$ cat config.mk
export PLATFORM = sky130hd
export DESIGN_NAME = demux_1to4_buffered_flat
export DESIGN_NICKNAME = d
export VERILOG_FILES = /design/src/rtl/demux_1to4_buffered_if.sv /design/src/rtl/demux_1to4_buffered.sv /design/src/flat_wrapper.sv
export SDC_FILE = /design/constraint.sdc
export NUM_CORES = 1
export LEC_CHECK = 0
export ABC_AREA = 1
export BUFFER_PORTS_ARGS = -buffer_cell sky130_fd_sc_hd__buf_4
export CORE_ASPECT_RATIO = 0.75
export CORE_MARGIN = 2
export CORE_UTILIZATION = 50
export CTS_CLUSTER_SIZE = 16
export DETAILED_ROUTE_END_ITERATION = 12
export PLACE_DENSITY_LB_ADDON = 0.3
export SLEW_MARGIN = 20
export SYNTH_ARGS = -nofsm -noshare
export SYNTH_HDL_FRONTEND = slang
export SYNTH_SLANG_ARGS = --single-unit
$ cat constraint.sdc
create_clock -name clk -period 1.9 [get_ports clk]
set_clock_uncertainty 0.05 [all_clocks]
set_input_delay 0.19 -clock clk [delete_from_list [all_inputs] [get_ports clk]]
set_output_delay 0.19 -clock clk [all_outputs]
set_load 0.02 [all_outputs]
$ cat src/rtl/demux_1to4_buffered_if.sv
// Bundle of every non-clock signal of the buffered 1-to-4 demultiplexer.
//
// Input side : x / x_valid / x_ready word handshake, s (explicit target), rr (round-robin
//              enable), route (channel the next accepted word will enter).
// Channels   : a..d head-of-FIFO data, *_valid (FIFO non-empty), *_ready (consumer pop),
//              *_cnt (fill level, 0..DEPTH).
//
// Modports   : slave  - the demultiplexer itself
//              master - the producer/consumer environment around it
interface demux_1to4_buffered_if #(
  parameter int unsigned WIDTH = 8,
  parameter int unsigned DEPTH = 2
);
  localparam int unsigned CntW = $clog2(DEPTH) + 1;

  logic [WIDTH-1:0] x;
  logic             x_valid;
  logic             x_ready;
  logic [1:0]       s;
  logic             rr;
  logic [1:0]       route;

  logic [WIDTH-1:0] a;
  logic [WIDTH-1:0] b;
  logic [WIDTH-1:0] c;
  logic [WIDTH-1:0] d;
  logic             a_valid;
  logic             b_valid;
  logic             c_valid;
  logic             d_valid;
  logic             a_ready;
  logic             b_ready;
  logic             c_ready;
  logic             d_ready;
  logic [CntW-1:0]  a_cnt;
  logic [CntW-1:0]  b_cnt;
  logic [CntW-1:0]  c_cnt;
  logic [CntW-1:0]  d_cnt;

  modport slave (
    input  x, x_valid, s, rr,
    input  a_ready, b_ready, c_ready, d_ready,
    output x_ready, route,
    output a, b, c, d,
    output a_valid, b_valid, c_valid, d_valid,
    output a_cnt, b_cnt, c_cnt, d_cnt
  );

  modport master (
    output x, x_valid, s, rr,
    output a_ready, b_ready, c_ready, d_ready,
    input  x_ready, route,
    input  a, b, c, d,
    input  a_valid, b_valid, c_valid, d_valid,
    input  a_cnt, b_cnt, c_cnt, d_cnt
  );
endinterface

$ cat src/rtl/demux_1to4_buffered.sv
// Buffered 1-to-4 demultiplexer.
//
// Each accepted input word is steered into one of four first-word-fall-through FIFOs
// (channel 0..3 = A..D), either to the channel named by s or, with rr=1, to successive
// channels in round-robin order. Every channel drains on its own valid/ready handshake,
// so a stalled consumer only blocks words addressed to its own channel.
//
// Ports:
//   clk  - system clock, all state on the rising edge
//   rst  - synchronous, active-high reset
//   bus  - demux_1to4_buffered_if.slave (input handshake, routing controls, four channels)
//
// Parameters:
//   WIDTH - data width
//   DEPTH - entries per channel FIFO (power of two, >= 2)
module demux_1to4_buffered #(
  parameter int unsigned WIDTH = 8,
  parameter int unsigned DEPTH = 2
) (
  input logic                    clk,
  input logic                    rst,
  demux_1to4_buffered_if.slave   bus
);
  localparam int unsigned NumCh = 4;
  localparam int unsigned PtrW  = $clog2(DEPTH);
  localparam int unsigned CntW  = $clog2(DEPTH) + 1;
  localparam logic [CntW-1:0] CntFull = CntW'(DEPTH);

  // Storage and per-channel state
  logic [WIDTH-1:0] mem_q [NumCh][DEPTH];
  logic [PtrW-1:0]  wr_ptr_q [NumCh];
  logic [PtrW-1:0]  wr_ptr_d [NumCh];
  logic [PtrW-1:0]  rd_ptr_q [NumCh];
  logic [PtrW-1:0]  rd_ptr_d [NumCh];
  logic [CntW-1:0]  cnt_q    [NumCh];
  logic [CntW-1:0]  cnt_d    [NumCh];
  logic [1:0]       rr_ptr_q;
  logic [1:0]       rr_ptr_d;

  // Decoded control
  logic [1:0]       route;
  logic             x_ready;
  logic             push;
  logic [NumCh-1:0] ch_ready;
  logic [NumCh-1:0] ch_valid;
  logic [NumCh-1:0] push_ch;
  logic [NumCh-1:0] pop_ch;

  assign ch_ready = {bus.d_ready, bus.c_ready, bus.b_ready, bus.a_ready};

  // Routing and acceptance depend only on registered state plus s/rr. Acceptance looks at
  // the registered count, so a pop in the same cycle never frees room for this push and
  // there is no path from any *_ready to x_ready.
  assign route   = bus.rr ? rr_ptr_q : bus.s;
  assign x_ready = (cnt_q[route] != CntFull);
  assign push    = bus.x_valid && x_ready;

  always_comb begin
    push_ch  = '0;
    ch_valid = '0;
    pop_ch   = '0;
    for (int i = 0; i < NumCh; i++) begin
      push_ch[i]  = push && (route == 2'(i));
      ch_valid[i] = (cnt_q[i] != '0);
      // An empty channel ignores its ready input.
      pop_ch[i]   = ch_valid[i] && ch_ready[i];
    end
  end

  // Next-state for pointers and counts
  always_comb begin
    rr_ptr_d = rr_ptr_q;
    // The round-robin pointer only moves on pushes made in round-robin mode, so
    // switching rr off and back on resumes where it left off.
    if (push && bus.rr) begin
      rr_ptr_d = rr_ptr_q + 2'd1;
    end
    for (int i = 0; i < NumCh; i++) begin
      wr_ptr_d[i] = wr_ptr_q[i];
      rd_ptr_d[i] = rd_ptr_q[i];
      cnt_d[i]    = cnt_q[i];
      // Pointers are log2(DEPTH) bits wide, so the natural wrap is modulo DEPTH.
      if (push_ch[i]) begin
        wr_ptr_d[i] = wr_ptr_q[i] + PtrW'(1);
      end
      if (pop_ch[i]) begin
        rd_ptr_d[i] = rd_ptr_q[i] + PtrW'(1);
      end
      unique case ({push_ch[i], pop_ch[i]})
        2'b10:   cnt_d[i] = cnt_q[i] + CntW'(1);
        2'b01:   cnt_d[i] = cnt_q[i] - CntW'(1);
        default: cnt_d[i] = cnt_q[i];
      endcase
    end
  end

  // State registers; reset wins over any push or pop in the same cycle.
  always_ff @(posedge clk) begin
    if (rst) begin
      rr_ptr_q <= '0;
      for (int i = 0; i < NumCh; i++) begin
        wr_ptr_q[i] <= '0;
        rd_ptr_q[i] <= '0;
        cnt_q[i]    <= '0;
      end
    end else begin
      rr_ptr_q <= rr_ptr_d;
      for (int i = 0; i < NumCh; i++) begin
        wr_ptr_q[i] <= wr_ptr_d[i];
        rd_ptr_q[i] <= rd_ptr_d[i];
        cnt_q[i]    <= cnt_d[i];
      end
    end
  end

  // Storage is cleared on reset so the channel outputs read zero afterwards; once words
  // have drained an empty channel simply shows whatever was last written.
  always_ff @(posedge clk) begin
    if (rst) begin
      for (int i = 0; i < NumCh; i++) begin
        for (int j = 0; j < DEPTH; j++) begin
          mem_q[i][j] <= '0;
        end
      end
    end else begin
      for (int i = 0; i < NumCh; i++) begin
        if (push_ch[i]) begin
          mem_q[i][wr_ptr_q[i]] <= bus.x;
        end
      end
    end
  end

  // Outputs: first-word-fall-through head of each FIFO
  assign bus.x_ready = x_ready;
  assign bus.route   = route;

  assign bus.a = mem_q[0][rd_ptr_q[0]];
  assign bus.b = mem_q[1][rd_ptr_q[1]];
  assign bus.c = mem_q[2][rd_ptr_q[2]];
  assign bus.d = mem_q[3][rd_ptr_q[3]];

  assign bus.a_valid = ch_valid[0];
  assign bus.b_valid = ch_valid[1];
  assign bus.c_valid = ch_valid[2];
  assign bus.d_valid = ch_valid[3];

  assign bus.a_cnt = cnt_q[0];
  assign bus.b_cnt = cnt_q[1];
  assign bus.c_cnt = cnt_q[2];
  assign bus.d_cnt = cnt_q[3];
endmodule

$ cat src/flat_wrapper.sv
// flat-port wrapper written by rule: the top's interface ports become plain ports
module demux_1to4_buffered_flat 
#(
  parameter int unsigned WIDTH = 8,
  parameter int unsigned DEPTH = 2
)
  (clk, rst, bus_x, bus_x_valid, bus_s, bus_rr, bus_a_ready, bus_b_ready, bus_c_ready, bus_d_ready, bus_x_ready, bus_route, bus_a, bus_b, bus_c, bus_d, bus_a_valid, bus_b_valid, bus_c_valid, bus_d_valid, bus_a_cnt, bus_b_cnt, bus_c_cnt, bus_d_cnt);
  demux_1to4_buffered_if #(.WIDTH(WIDTH), .DEPTH(DEPTH)) bus_i ();
  input logic clk;
  input logic rst;
  input wire logic [$bits(bus_i.x)-1:0] bus_x;
  input wire logic [$bits(bus_i.x_valid)-1:0] bus_x_valid;
  input wire logic [$bits(bus_i.s)-1:0] bus_s;
  input wire logic [$bits(bus_i.rr)-1:0] bus_rr;
  input wire logic [$bits(bus_i.a_ready)-1:0] bus_a_ready;
  input wire logic [$bits(bus_i.b_ready)-1:0] bus_b_ready;
  input wire logic [$bits(bus_i.c_ready)-1:0] bus_c_ready;
  input wire logic [$bits(bus_i.d_ready)-1:0] bus_d_ready;
  output wire logic [$bits(bus_i.x_ready)-1:0] bus_x_ready;
  output wire logic [$bits(bus_i.route)-1:0] bus_route;
  output wire logic [$bits(bus_i.a)-1:0] bus_a;
  output wire logic [$bits(bus_i.b)-1:0] bus_b;
  output wire logic [$bits(bus_i.c)-1:0] bus_c;
  output wire logic [$bits(bus_i.d)-1:0] bus_d;
  output wire logic [$bits(bus_i.a_valid)-1:0] bus_a_valid;
  output wire logic [$bits(bus_i.b_valid)-1:0] bus_b_valid;
  output wire logic [$bits(bus_i.c_valid)-1:0] bus_c_valid;
  output wire logic [$bits(bus_i.d_valid)-1:0] bus_d_valid;
  output wire logic [$bits(bus_i.a_cnt)-1:0] bus_a_cnt;
  output wire logic [$bits(bus_i.b_cnt)-1:0] bus_b_cnt;
  output wire logic [$bits(bus_i.c_cnt)-1:0] bus_c_cnt;
  output wire logic [$bits(bus_i.d_cnt)-1:0] bus_d_cnt;
  assign bus_i.x = bus_x;
  assign bus_i.x_valid = bus_x_valid;
  assign bus_i.s = bus_s;
  assign bus_i.rr = bus_rr;
  assign bus_i.a_ready = bus_a_ready;
  assign bus_i.b_ready = bus_b_ready;
  assign bus_i.c_ready = bus_c_ready;
  assign bus_i.d_ready = bus_d_ready;
  assign bus_x_ready = bus_i.x_ready;
  assign bus_route = bus_i.route;
  assign bus_a = bus_i.a;
  assign bus_b = bus_i.b;
  assign bus_c = bus_i.c;
  assign bus_d = bus_i.d;
  assign bus_a_valid = bus_i.a_valid;
  assign bus_b_valid = bus_i.b_valid;
  assign bus_c_valid = bus_i.c_valid;
  assign bus_d_valid = bus_i.d_valid;
  assign bus_a_cnt = bus_i.a_cnt;
  assign bus_b_cnt = bus_i.b_cnt;
  assign bus_c_cnt = bus_i.c_cnt;
  assign bus_d_cnt = bus_i.d_cnt;
  demux_1to4_buffered #(.WIDTH(WIDTH), .DEPTH(DEPTH)) u_core (.clk(clk), .rst(rst), .bus(bus_i));
endmodule
After elaboration in Yosys (flattened, before gate mapping) --
Memory sizes are Yosys's and may differ from the RTL's. Cells that the tools add are included. W data, S select, Z words.
Storage, ports and cells: register bits 2, bits in writable memories 80, input bits 18, output and inout bits 47, logic and storage cells 273, memories 4
Operators by class: $add $sub $neg 17, magnitude comparators 12, eq/ne operators 12, mux-type cells 124, bitwise operators 84, reduce and logical (&&, ||, !) cells 19
Memory list:
- u_core.mem_q | words 4, bits a word 16, rd ports 4, clocked after memory_dff 0, write ports 4, RTL line demux_1to4_buffered.sv:30 | logic [WIDTH-1:0] mem_q [NumCh][DEPTH];
- u_core.cnt_q | words 4, bits a word 2, rd ports 5, clocked after memory_dff 0, write ports 4, RTL line demux_1to4_buffered.sv:35 | logic [CntW-1:0] cnt_q [NumCh];
- u_core.rd_ptr_q | words 4, bits a word 1, rd ports 4, clocked after memory_dff 0, write ports 4, RTL line demux_1to4_buffered.sv:33 | logic [PtrW-1:0] rd_ptr_q [NumCh];
- u_core.wr_ptr_q | words 4, bits a word 1, rd ports 4, clocked after memory_dff 0, write ports 4, RTL line demux_1to4_buffered.sv:31 | logic [PtrW-1:0] wr_ptr_q [NumCh];
Operator list (count):
- $mux W8 | 16
- $mux W1 | 91
- $or A1 B1 Y1 | 76
- $mux W16 | 4
- $demux W8 S1 | 4
- $ge A2 B2 Y1 const B | 8
- $not A1 Y2 | 8
- $pmux W2 S2 | 4
- $logic_and A1 B1 Y1 | 14
- $eq A2 B2 Y1 const B | 6
- $add A2 B1 Y2 const B | 5
- $eq A2 B1 Y1 const B | 5
- $mux W2 | 5
- $add A1 B1 Y1 const B | 8
- $lt A2 B1 Y1 const B | 4
- $reduce_bool A2 Y1 | 4
- $sub A2 B1 Y2 const B | 4
- $logic_not A2 Y1 | 1
- $ne A2 B2 Y1 const B | 1

Depth between registers and ports, before layout --
Gate-level depths: netlist (run 1). An unclocked memory read counts as a cell.
depth in word-level cells 9, gate-level depth with buffers 16

Worst setup path before layout (run 1) --
No wires, ideal clock.
kind reg2reg, start point memory u_core.cnt_q[1][0] in the netlist's numbering, end point memory u_core.mem_q[1][0] in the netlist's numbering, enable pin, setup time 384 ps, arrival 1815 ps, path slack -349 ps, cell stages (with the launch flop) 11, buffers on the path 0, clock period less this slack 2249 ps, cells stage by stage dfxtp_1 > inv_1 > nand2_1 > nand2_1 > nand2_1 > nand2_2 > nand2_4 > nand2_4 > inv_6 > nand2_1 > o21ai_0
RTL lines (RTL line):
- start: declaration | demux_1to4_buffered.sv:35
- end: declaration | demux_1to4_buffered.sv:30

==> flow_summary.yaml, run 1 <==
power_and_ir_drop:
  clkPwrFrac_pct: 31.0
  p_sw_share_pct: 29.82
  switchingPower_mw: 1.321
  p_comb_share_pct: 23.3
  p_leak_nw: 2.141
  power.internal_mw: 3.109
  power_mw: 4.429
  vdd_drop_max_v: 0.0004886
  powerDensity_mw_per_mm2: 904.0
  seq_power_share_pct: 45.7
floorplanning:
  die_h_um: 78.70
  die_w_um: 103.6
  fp.dieArea_mm2: 0.008152
  core_mm2: 0.007263
  rows: 27
  initial_core_util_pct: 51.21
  ios: 65
synth:
  yosys.area.top_type: "edfxtp_1"
  synth_nets: 451
  syn_area_per_cell_um2: 8.671
  synth.top_cell.area_share_pct: 32.29
  ys_seq_elements: 82
  yosysWarnings: 0
  synth.cell_area_mm2: 0.003720
  synthCells: 429
  ys_seq_area_share_pct: 54.89
  synth_cell_types: 27
  synth_area_leaders: "edfxtp_1, dfxtp_1, nand2_1"
detailed_routing:
  vias: 3105
  viasPerCell: 4.944
  wl_um: 8473
  drc: 0
  drt-initial-drc-count: 168
  first_pass_iters: 5
  postRouteAntennaNets: 0
  wire_per_inst_um: 13.49
hold_path:
  holdPathStages: 3
  hold_path.startpoint: "bus_x[6]"
  hold_end: "u_core.mem_q[2][6]$_SDFFE_PP0P_"
  min_path_type: "in -> reg"
clock_network:
  cts_max_level: 3
  cts_tree: "built"
  clk_path_buf_depth: 2
  clock_latency_ns: 0.35
  root_buffer: "clkbuf_8"
  clk_pin_slew_worst_paths_ns: 0.09
  clock-sinks: 82
  cts_buffers: 9
critical_path:
  cp-end-kind: "flop"
  cp.arrival_ns: 2.12
  ff2ff_setup_slack_ns: -0.03
  rr_startpoint: "u_core.rr_ptr_q[0]$_SDFFE_PP0P_"
  crit_required_ns: 2.08
  cp_max_fo: 6
  crit_type: "reg -> reg"
  rr_worst_depth: 15
  r2r_end: "u_core.cnt_q[2][1]$_SDFFE_PP0P_"
  start_kind: "flop"
global_route:
  antenna_found_initial: 0
  grt_first_pass_wirelength_um: 13480
  use_met1_pct: 27.45
  grt_most_used_layer: "met2"
  grt_start_max_net_pins: 19
  grt_pass1_vias: 2888
  gr-usage-met2_pct: 33.31
  met3_usage_pct: 5.665
  grtUsageTotal_pct: 20.90
  overflow: 0
timing:
  fin_crit_ns: 1.931
  setup-tns-final_ns: -0.03091
  fmax_mhz: 517.9
  slew_violations: 0
  rsz0062_at_grt: "true"
  fin_ws_ns: -0.03091
  fin_crit_sh_pct: 101.6
  setup_violations: 1
  relSlewSlack_pct: 69.73
  hold_slack_ns: 0.07256
  tightest_slew_ns: 0.4536
  hold_viol_final: 0
placed_design:
  place_area_mm2: 0.004503
  dpl.hpwl_um: 6015
  place_ws_ns: -0.1727
  numPortBuffers: 64
  gp_congestion: 0.8379
layout:
  antennaDiodeCount: 0
  drive_gt1_share_pct: 33.02
  ff_latch_area_mm2: 0.002052
  multi_input_comb_area_mm2: 0.001577
  area_growth_pct: 31.72
  nFillCells: 585
  final_nets: 544
  design_area_mm2: 0.004900
run:
  maxCapViolations: 0
status:
  status: "finished with violations"
  violations: "negative setup slack"
cells in the final DEF (no fill, tap or decap), types with 13 or more instances in the layout:
master | Yosys | layout
nand2_1 | 110 | 98
buf_4 | 0 | 91
inv_1 | 47 | 45
edfxtp_1 | 40 | 40
o21ai_0 | 46 | 37
dfxtp_1 | 42 | 34
a21oi_1 | 36 | 33
nor2_1 | 29 | 28
nand2_2 | 5 | 13
nand3_1 | 16 | 13
power by group through the flow:
stage / sequential [mW] / combinational [mW] / clock (mW)
after floorplan: 2.07 / 0.539 / 0
after global placement: 2.06 / 0.920 / 0
after detailed placement: 2.06 / 0.944 / 0
after CTS: 2.02 / 0.969 / 1.39
after global routing: 2.04 / 1.11 / 1.48
final: 2.02 / 1.03 / 1.37
metal layers:
| layer | up-vias | share of wire [%] |
|---|---|---|
| li1 | 1594 | - |
| met1 | 1393 | 47 |
| met2 | 98 | 45 |
| met3 | 20 | 5.7 |
| met4 | 0 | 2.3 |
| met5 | - | 0 |
through the flow:
stage               utilization (%)  instances
floorplan                         -        429
global route                  67.46        628
detailed placement            62.00        608
CTS                           65.63        624
global placement              62.00        608
finish                        67.46        628
final cells by class:
| class | count | share of cell area [%] |
|---|---|---|
| clock inverters | 7 | 1.890 |
| clock buffers | 9 | 2.528 |
| repair buffers | 94 | 14.81 |
| multi-input cells | 283 | 32.18 |
| flip-flops and latches | 82 | 41.88 |
| inverters | 52 | 4.137 |
| well taps | 101 | 2.579 |
repair_timing:
action | 4_1_cts | 5_1_grt
hold buffers | 0 | 0
endpoints found under the setup margin | 27 | 94
setup buffers | 0 | 4
gates resized for setup | 8 | 28
pin swaps | 2 | 16
flip-flops by register name (all words and copies together) (netlist names):
name / flops
u_core.rd_ptr_q: 4
u_core.wr_ptr_q: 4
u_core.cnt_q: 8
u_core.rr_ptr_q: 2
u_core.mem_q: 64
logic make-up after synthesis:
family          share of synthesized area [%]
compound gates                          13.19
fa+ha+maj                               1.345
buf+inv                                 7.064
flops                                   54.89
simple gates                            23.51
cells in the mapped netlist:
cell	instances
nand2_8	1
ha_1	4
inv_2	1
edfxtp_1	40
nand4_2	4
o21bai_1	8
o21ai_0	46
nor2_8	1
buf_2	2
nand3_1	16
inv_6	1
clkinv_1	3
nand4_1	1
nor2_1	29
nor2_4	1
o21ai_1	4
nand2_1	110
a21oi_1	36
nor2_2	10
nand2_2	5
buf_6	2
nand2_4	5
clkbuf_1	8
nand3_2	1
dfxtp_1	42
inv_1	47
nor3_1	1
how the worst max path moves through the flow:
stage                                     from                              end  slack [ns]
2_1_floorplan  u_core.rr_ptr_q[0]$_SDFFE_PP0P_  u_core.cnt_q[2][1]$_SDFFE_PP0P_       -0.04
3_3_place_gp                            bus_rr  u_core.cnt_q[2][1]$_SDFFE_PP0P_       -0.04
3_5_place_dp                            bus_rr  u_core.cnt_q[2][1]$_SDFFE_PP0P_       -0.17
4_1_cts        u_core.rr_ptr_q[0]$_SDFFE_PP0P_    u_core.mem_q[1][15]$_DFFE_PP_      -0.005
5_1_grt        u_core.rr_ptr_q[0]$_SDFFE_PP0P_  u_core.cnt_q[2][1]$_SDFFE_PP0P_       -0.14
6_report       u_core.rr_ptr_q[0]$_SDFFE_PP0P_  u_core.cnt_q[2][1]$_SDFFE_PP0P_       -0.03
critical path: stages, from the launching register on:
cell	delay, ns
dfxtp_2	0.34
nand2_2	0.08
nand2_4	0.08
nand2_1	0.08
nand2_1	0.06
nand2_1	0.08
nand2_2	0.07
nand2_4	0.10
nand2_4	0.07
inv_8	0.09
nand3_4	0.08
ha_4	0.25
a21oi_2	0.11
o21ai_2	0.07
o21ai_1	0.14
a21oi_1	0.05
Note: power is estimated with default switching activity, not from simulation.
==> run 2: changes to the inputs <==
--- a/config.mk
+++ b/config.mk
@@ -13,6 +13,7 @@
 export CTS_CLUSTER_SIZE = 16
 export DETAILED_ROUTE_END_ITERATION = 12
 export PLACE_DENSITY_LB_ADDON = 0.3
+export SKIP_LAST_GASP = 1
 export SLEW_MARGIN = 20
 export SYNTH_ARGS = -nofsm -noshare
 export SYNTH_HDL_FRONTEND = slang
==> flow_summary.yaml, run 2 (same netlist as run 1, synthesis figures left out) <==
status:
  status: "finished with violations"
  violations: "negative setup slack"
floorplanning:
  rows: 27
  die_h_um: 78.70
  core_mm2: 0.007263
  die_w_um: 103.6
  ios: 65
  fp.dieArea_mm2: 0.008152
  initial_core_util_pct: 51.21
clock_network:
  clock_latency_ns: 0.35
  clk_pin_slew_worst_paths_ns: 0.09
  root_buffer: "clkbuf_8"
  cts_max_level: 3
  cts_tree: "built"
  clk_path_buf_depth: 2
  cts_buffers: 9
  clock-sinks: 82
  hold_buffers: 0
layout:
  final_cell_mix: "nand2_1, buf_4, inv_1"
  layout_commonest_cell: "nand2_1"
  top_regs: "u_core.mem_q x64, u_core.cnt_q x8"
  design_area_mm2: 0.004895
  antennaDiodeCount: 0
  final_cells: 628
  nFillCells: 585
  top_register: "u_core.mem_q"
  largest_reg_flops: 64
  drive_gt1_share_pct: 33.02
  area_growth_pct: 31.58
  final_nets: 544
detailed_routing:
  drc: 0
  drt-initial-drc-count: 214
  wl_um: 8464
  first_pass_iters: 5
  viasPerCell: 4.963
  vias: 3117
  wire_per_inst_um: 13.48
  postRouteAntennaNets: 0
critical_path:
  rr_startpoint: "u_core.rr_ptr_q[0]$_SDFFE_PP0P_"
  cp_max_fo: 6
  cp-end-kind: "flop"
  crit_type: "reg -> reg"
  cp.arrival_ns: 2.11
  ff2ff_setup_slack_ns: -0.03
  rr_worst_depth: 15
  start_kind: "flop"
  crit_required_ns: 2.08
  r2r_end: "u_core.cnt_q[2][1]$_SDFFE_PP0P_"
  critPathLaunch: "u_core.rr_ptr_q[0]$_SDFFE_PP0P_"
placed_design:
  dp.cells: 608
  dpl.hpwl_um: 6015
  place_area_mm2: 0.004503
  place_ws_ns: -0.1727
  numPortBuffers: 64
  gp_congestion: 0.8379
global_route:
  grt_first_pass_wirelength_um: 13480
  overflow: 0
  grt_start_max_net_pins: 19
  antenna_found_initial: 0
  grtUsageTotal_pct: 20.90
  grt_pass1_vias: 2888
power_and_ir_drop:
  p_leak_nw: 2.138
  vdd_drop_max_v: 0.0004878
  powerDensity_mw_per_mm2: 903.8
  power_mw: 4.424
hold_path:
  hold_end: "u_core.mem_q[2][6]$_SDFFE_PP0P_"
  hold_path.startpoint: "bus_x[6]"
  min_path_type: "in -> reg"
  holdPathStages: 3
run:
  maxCapViolations: 0
timing:
  tightest_slew_ns: 0.4565
  setup_violations: 1
  rsz0062_at_grt: "true"
  fin_crit_sh_pct: 101.6
  slew_violations: 0
  relSlewSlack_pct: 69.53
  fmax_mhz: 517.8
  hold_viol_final: 0
  fin_ws_ns: -0.03114
  fin_crit_ns: 1.931
-- run 2: cell counts in the layout (fill, tap and decap cells not counted) --
No cell type changed its count.
-- run 2: through the flow --
| step | setup TNS [ns] | utilization [%] | hold slack [ns] |
|---|---|---|---|
| after floorplan | -0.3615 | - | 0.2091 |
| after global placement | -0.04920 | 62.00 | 0.3815 |
| after detailed placement | -2.231 | 62.00 | 0.3864 |
| after CTS | -0.01601 | 65.63 | 0.05930 |
| after global routing | -2.116 | 67.39 | 0.07488 |
| final | -0.03114 | 67.39 | 0.07402 |
-- run 2: cell type report --
cell class	instances	area, um^2	share of cell area [%]
Inverter	52	202.7	4.141
Clock buffer	9	123.9	2.531
Multi-Input combinational cell	283	1572	32.11
Clock inverter	7	92.59	1.892
Sequential cell	82	2052	41.92
Tap cell	101	126.4	2.582
Timing Repair Buffer	94	725.7	14.83
-- run 2: timing repair --
| item | in CTS | in global routing |
|---|---|---|
| gates resized for setup | 8 | 27 |
| pin swaps | 2 | 15 |
| buffers inserted | 0 | 4 |
| gates cloned | 0 | 0 |
| setup endpoints to repair | 27 | 94 |
-- run 2: worst max path at each step --
stage	end	slack [ns]	depth (start not counted)
finish	u_core.cnt_q[2][1]$_SDFFE_PP0P_	-0.03	15
global route	u_core.cnt_q[2][1]$_SDFFE_PP0P_	-0.14	15
CTS	u_core.mem_q[1][15]$_DFFE_PP_	-0.005	13
detailed placement	u_core.cnt_q[2][1]$_SDFFE_PP0P_	-0.17	16
global placement	u_core.cnt_q[2][1]$_SDFFE_PP0P_	-0.04	16
floorplan	u_core.cnt_q[2][1]$_SDFFE_PP0P_	-0.04	16
-- run 2: layer usage --
metal	routed length (um)	up-vias	track usage (%)
met5	0	-	0
met1	3902	1411	27.45
met4	187	0	8.378
met2	3894	91	33.31
li1	-	1596	-
met3	480	19	5.665
-- run 2: worst max-delay path: stages (launching register included) --
cell and delay (ns):
dfxtp_2 0.34, nand2_2 0.08, nand2_4 0.08, nand2_1 0.08
nand2_1 0.06, nand2_1 0.07, nand2_2 0.07, nand2_4 0.10
nand2_4 0.08, inv_8 0.09, nand3_4 0.08, ha_4 0.25
a21oi_2 0.11, o21ai_2 0.07, o21ai_1 0.15, a21oi_1 0.05
-- run 2: where the power goes --
part	internal [mW]	total [mW]	leakage (nW)	switching (mW)
sequential	1.97	2.02	0.759	0.0581
combinational	0.405	1.03	1.27	0.628
clock	0.738	1.37	0.105	0.629
total	3.11	4.42	2.14	1.32
